**config.mk**
```make
export PLATFORM = sky130hd
export DESIGN_NAME = env_stepper
export DESIGN_NICKNAME = d
export VERILOG_FILES = /design/src/rtl/env_stepper_pkg.sv /design/src/rtl/env_stepper.sv
export SDC_FILE = /design/constraint.sdc
export NUM_CORES = 1
export LEC_CHECK = 0
export CAP_MARGIN = 20
export CORE_MARGIN = 2
export CORE_UTILIZATION = 45
export CTS_CLUSTER_DIAMETER = 60
export CTS_CLUSTER_SIZE = 40
export DETAILED_ROUTE_END_ITERATION = 10
export PLACE_DENSITY = 0.72
export SYNTH_ARGS = -nofsm -noshare
export SYNTH_HDL_FRONTEND = slang
export SYNTH_SLANG_ARGS = --single-unit
```
**constraint.sdc**
```tcl
create_clock -name CLK -period 1.7 [get_ports CLK]
set_input_delay 0.34 -clock CLK [delete_from_list [all_inputs] [get_ports CLK]]
set_output_delay 0.34 -clock CLK [all_outputs]
set_load 0.01 [all_outputs]
```
**src/rtl/env_stepper_pkg.sv**
```systemverilog
// Shared definitions for the environment stepper, transition table and agent.
// Holds default state/action widths, episode start/goal states, the signed
// reward encoding and the stepper FSM state type.
package env_stepper_pkg;

   localparam int unsigned STATE_W  = 3;
   localparam int unsigned ACT_W    = 2;
   localparam int unsigned START_ST = 0;
   localparam int unsigned GOAL_ST  = 5;

   localparam logic signed [1:0] RW_POS  = 2'sb01;
   localparam logic signed [1:0] RW_ZERO = 2'sb00;
   localparam logic signed [1:0] RW_NEG  = 2'sb11;

   typedef enum logic [1:0] {
      ST_IDLE,
      ST_ISSUE,
      ST_CAPTURE,
      ST_RESP
   } step_fsm_t;

endpackage

```
**src/rtl/env_stepper.sv**
```systemverilog
// Episode sequencer in front of the state-transition table.
// Accepts one action at a time, presents {state, action} to the table,
// captures the table's registered next-state two edges later, derives
// reward/done/err and returns them over a valid/ready response channel.
// Ports:
//   CLK, RST        clock, asynchronous active-low reset
//   ep_start        pulse: begin a new episode (honoured only in IDLE)
//   act_valid/ready action handshake; action = requested action
//   tbl_addr        registered lookup address {state, action}
//   tbl_data        table next-state, valid 2 edges after tbl_addr loads
//   rsp_valid/ready response handshake
//   cur_state       state before the step, nxt_state state after it
//   reward          signed: +1 goal, -1 no-move/illegal, 0 otherwise
//   done            episode finished (goal or EP_MAX steps)
//   err             table returned an out-of-range state
module env_stepper
   import env_stepper_pkg::*;
#(
   parameter int unsigned N_STATES    = 6,
   parameter int unsigned S_W         = STATE_W,
   parameter int unsigned A_W         = ACT_W,
   parameter int unsigned START_STATE = START_ST,
   parameter int unsigned GOAL_STATE  = GOAL_ST,
   parameter int unsigned EP_MAX      = 32
) (
   input  logic                  CLK,
   input  logic                  RST,
   input  logic                  ep_start,
   input  logic                  act_valid,
   output logic                  act_ready,
   input  logic [A_W-1:0]        action,
   output logic [S_W+A_W-1:0]    tbl_addr,
   input  logic [S_W-1:0]        tbl_data,
   output logic                  rsp_valid,
   input  logic                  rsp_ready,
   output logic [S_W-1:0]        cur_state,
   output logic [S_W-1:0]        nxt_state,
   output logic signed [1:0]     reward,
   output logic                  done,
   output logic                  err
);

   localparam int unsigned CNT_W = $clog2(EP_MAX + 1);

   localparam logic [S_W-1:0]   START_V = START_STATE[S_W-1:0];
   localparam logic [S_W-1:0]   GOAL_V  = GOAL_STATE[S_W-1:0];
   localparam logic [S_W:0]     NST_V   = N_STATES[S_W:0];
   localparam logic [CNT_W-1:0] EPMAX_V = EP_MAX[CNT_W-1:0];

   step_fsm_t              fsm_q, fsm_d;
   logic                   active_q;
   logic                   done_q;
   logic                   err_q;
   logic signed [1:0]      reward_q;
   logic [S_W-1:0]         state_q;
   logic [S_W-1:0]         nxt_q;
   logic [S_W+A_W-1:0]     addr_q;
   logic [CNT_W-1:0]       cnt_q;

   logic                   accept;
   logic                   handshake;
   logic                   start_ok;
   logic [CNT_W-1:0]       cnt_inc;
   logic [S_W-1:0]         cap_nxt;
   logic                   cap_err;
   logic signed [1:0]      cap_rw;
   logic                   cap_done;

   // ---------------- FSM: state register ----------------
   always_ff @(posedge CLK or negedge RST) begin
      if (!RST) fsm_q <= ST_IDLE;
      else      fsm_q <= fsm_d;
   end

   // ---------------- FSM: next state and handshake outputs ----------------
   always_comb begin
      fsm_d     = fsm_q;
      act_ready = 1'b0;
      rsp_valid = 1'b0;
      accept    = 1'b0;
      handshake = 1'b0;
      start_ok  = 1'b0;
      unique case (fsm_q)
         ST_IDLE: begin
            act_ready = active_q && !done_q;
            start_ok  = ep_start;
            // ep_start takes priority over a coincident action
            if (act_valid && act_ready && !ep_start) begin
               accept = 1'b1;
               fsm_d  = ST_ISSUE;
            end
         end
         ST_ISSUE:   fsm_d = ST_CAPTURE;
         ST_CAPTURE: fsm_d = ST_RESP;
         ST_RESP: begin
            rsp_valid = 1'b1;
            if (rsp_ready) begin
               handshake = 1'b1;
               fsm_d     = ST_IDLE;
            end
         end
         default: fsm_d = ST_IDLE;
      endcase
   end

   // ---------------- capture evaluation ----------------
   always_comb begin
      cnt_inc  = (cnt_q == EPMAX_V) ? cnt_q : cnt_q + 1'b1;
      cap_nxt  = tbl_data;
      cap_err  = 1'b0;
      cap_rw   = RW_ZERO;
      if ({1'b0, tbl_data} >= NST_V) begin
         cap_nxt = state_q;
         cap_err = 1'b1;
         cap_rw  = RW_NEG;
      end else if (tbl_data == state_q) begin
         cap_rw  = RW_NEG;
      end else if (tbl_data == GOAL_V) begin
         cap_rw  = RW_POS;
      end
      // count is committed at the handshake, so done looks one step ahead
      cap_done = (cap_nxt == GOAL_V) || (cnt_inc == EPMAX_V);
   end

   // ---------------- datapath ----------------
   always_ff @(posedge CLK or negedge RST) begin
      if (!RST) begin
         active_q <= 1'b0;
         done_q   <= 1'b0;
         err_q    <= 1'b0;
         reward_q <= RW_ZERO;
         state_q  <= START_V;
         nxt_q    <= START_V;
         addr_q   <= '0;
         cnt_q    <= '0;
      end else begin
         if (start_ok) begin
            active_q <= 1'b1;
            done_q   <= 1'b0;
            state_q  <= START_V;
            nxt_q    <= START_V;
            cnt_q    <= '0;
         end
         if (accept) begin
            addr_q <= {state_q, action};
         end
         if (fsm_q == ST_CAPTURE) begin
            nxt_q    <= cap_nxt;
            err_q    <= cap_err;
            reward_q <= cap_rw;
            done_q   <= cap_done;
         end
         if (handshake) begin
            state_q  <= nxt_q;
            cnt_q    <= cnt_inc;
            err_q    <= 1'b0;
            reward_q <= RW_ZERO;
         end
      end
   end

   assign tbl_addr  = addr_q;
   assign cur_state = state_q;
   assign nxt_state = nxt_q;
   assign reward    = reward_q;
   assign done      = done_q;
   assign err       = err_q;

endmodule

```
==> out/results.ini <==
[timing]
finalMaxSlewViolations = 0
fin_setup_tns_ns = 0
rsz0062_at_grt = yes
period_minus_slack_ns = 1.65
max-slew-margin-rel_pct = 69.5
clock.fmax_mhz = 606
setup_violations = 0
final-hold-violation-count = 0
min_period_over_period_pct = 97.1
skew_ns = 0.00806
worst_slew_pin_slew_ns = 0.457

[synth]
synthFlopType = dfrtp_1
yosys.area.top_type_share_pct = 46.6
synth.avg_cell_area_um2 = 10.2
synth_top_area_cell = dfrtp_1
async_flop_share_pct = 100
synth_area_um2 = 1290
synth_cell_types = 36
ys_warn_count = 0
ys_seq_area_share_pct = 46.6
synth_area_leaders = dfrtp_1 47%, mux2_2 5.2%, ha_1 4.9%
synth_top_cells_by_count = 24 x dfrtp_1, 11 x o21ai_0, 8 x a21oi_1, 8 x nand2_1, 6 x mux2_2
syn_nets = 141
synth_edf_count = 0
synth.most_common_cell = dfrtp_1
ys_ff_latch = 24
synth_cells = 126

[clock_network]
cts_sinks = 24
clockBufferDepth = 2
cts_made_buffers = 3
clk_pin_slew_ns = 0.14
cts_root_buffer = clkbuf_4
clkLatencyLatePin_ns = 0.31
tritoncts = built
htree_levels = 1

[critical_path]
worstPathMaxFanout = 8
critical_path.top_delay_family = compound AO/OA/AOI/OAI gates
critPathMaxStageDelay_ns = 0.48
worstRegToRegCells = 6
cp.required_ns = 1.89
cp-end-kind = register
r2r_end = done
arrival_ns = 1.84
critPathKind = reg -> reg
critical_path_buf_inv_count = 1
path_cells = inv_1 > ha_1 > nand2_1 > o31a_1 > a311oi_1 > o41ai_2
critPathLaunchType = register
rr_startpoint = cnt_q[0]
reg2reg_slack_ns = 0.05
slowest_stage = dfrtp_2

[placement]
dp_hpwl_um = 2300
place_area_um2 = 1660
dp.cells = 190
routabilityCongestion = 0.770
place.port_buffers = 26

[global_routing]
gr-total-overflow = 0
grt_max_degree = 25
grt_pass1_wl_um = 5150
grt_usage_pct = 20.2
grt_pass1_vias = 1097
antenna_found_initial = 0

[finish]
register_area_um2 = 603
n_fill_cell = 218
drive_above_1_share_pct = 22.8
antenna_cells = 0
final_nets = 183
multi_input_area_um2 = 666
final_cell_area_um2 = 1770
area_delta_synth_final_pct = 37.3
layoutNonFillerInstCount = 198

[drt]
route.vias.total = 1153
routedWlPerCell_um = 15.7
drc = 0
antenna_left = 0
via_per_inst = 5.82
drtIter0Drc = 55
drtPass1Iterations = 4
finalWirelength_um = 3110

[pwr]
p_per_area_nw_per_um2 = 1540
p_leak_nw = 0.786
vdd_drop_max_mv = 1.06

[run_status]
status = complete, no violations

[floorplanning]
num_rows = 19
start_util_pct = 47.1
ios = 27
die-area_um2 = 3310
fp.dieW_um = 57.5
core_area_um2 = 2730
fp.dieH_um = 57.5

[job]
cap_violations = 0

[worst_hold_path]
hp-class = in -> async

stage by stage:
stage / hold WS, ns / power [mW] / setup slack (ns) / utilization (%)
finish: 0.369 / 2.72 / 0.0492 / 64.7
global route: 0.409 / 2.90 / -0.0272 / 64.7
CTS: 0.369 / 2.68 / -0.0673 / 62.8
detailed placement: 0.465 / 2.25 / -0.189 / 60.6
global placement: 0.465 / 2.21 / -0.162 / 60.6
floorplan: 0.0444 / 1.58 / 0.0435 / -
cell usage in the layout, fill, tap and decap left out, types with 2 or more instances in the layout:
master / n
buf_4: 18
inv_1: 2
and3b_1: 2
xor2_1: 3
a32o_1: 2
a31oi_1: 3
nor3_1: 2
dfrtp_2: 2
nand4bb_1: 2
o21ai_0: 11
dfrtp_1: 22
a21oi_1: 7
a211oi_1: 2
a22o_1: 5
o31ai_1: 2
clkbuf_4: 3
mux2_2: 6
a211o_1: 2
ha_1: 3
nand3_1: 5
clkdlybuf4s50_1: 23
inv_2: 2
nor2_1: 4
a21o_1: 2
nand2b_1: 4
nand2_1: 8
registers in the layout, indices dropped and copies added, names as in the netlist:
name and count:
cnt_q 6, tbl_addr 5, cur_state 3, nxt_state 3
fsm_q 2, reward 2, active_q 1, done 1
err 1
routing by layer:
| layer | GRT usage (%) | part of all wire, % | vias to the layer above |
|---|---|---|---|
| met1 | 28.1 | 45 | 571 |
| met3 | 1.81 | 4.5 | 4 |
| li1 | - | - | 550 |
| met5 | 0 | 0 | - |
| met2 | 31.8 | 49 | 28 |
| met4 | 9.63 | 1.5 | 0 |
cell families after synthesis:
family	after synthesis	share of synthesized area [%]
DFF	24	46.6
adders and majority gates	5	4.86
muxes	6	5.25
and+or+nand+nor	34	14.6
buffers and inverters	11	3.89
xor gates and xnor gates	4	2.72
AOI/OAI and AO/OA	42	22.1
timing repair:
action                                 4_1_cts  5_1_grt
setup buffers                                0        4
resized for setup                            8        9
setup endpoints to repair                   12       10
hold buffers                                 0        0
endpoints found under the hold margin        0        0
pin swaps                                    1        1
worst reg2reg max path, stage by stage, from the launching register on:
cell	delay (ns)
dfrtp_2	0.48
inv_1	0.09
ha_1	0.21
nand2_1	0.07
o31a_1	0.24
a311oi_1	0.31
o41ai_2	0.13
layout make-up:
cell class	instances	share of cell area, %
flip-flops and latches	24	34.1
clock inverters	1	1.70
well taps	31	2.19
multi-input cells	91	37.7
repair buffers	44	22.2
inverters	4	0.849
clock buffers	3	1.27
worst max path at each step:
stage	to	cells past startpoint	start	slack [ns]
after global routing	done	6	cnt_q[0]	-0.03
after global placement	reward[0]	5	tbl_data[1]	-0.16
final	done	6	cnt_q[0]	0.05
after floorplan	tbl_addr[0]	6	fsm_q[0]	0.04
after detailed placement	cnt_q[0]	5	rsp_ready	-0.19
after CTS	act_ready	4	fsm_q[0]	-0.07
power breakdown:
part           internal (mW)  leakage (nW)  switching (mW)
Clock                  0.238        0.0279           0.173
Combinational          0.754         0.449           0.647
Sequential             0.759         0.309           0.150
Total                   1.75         0.786           0.969
No activity file was read; power rests on OpenSTA's default activity.
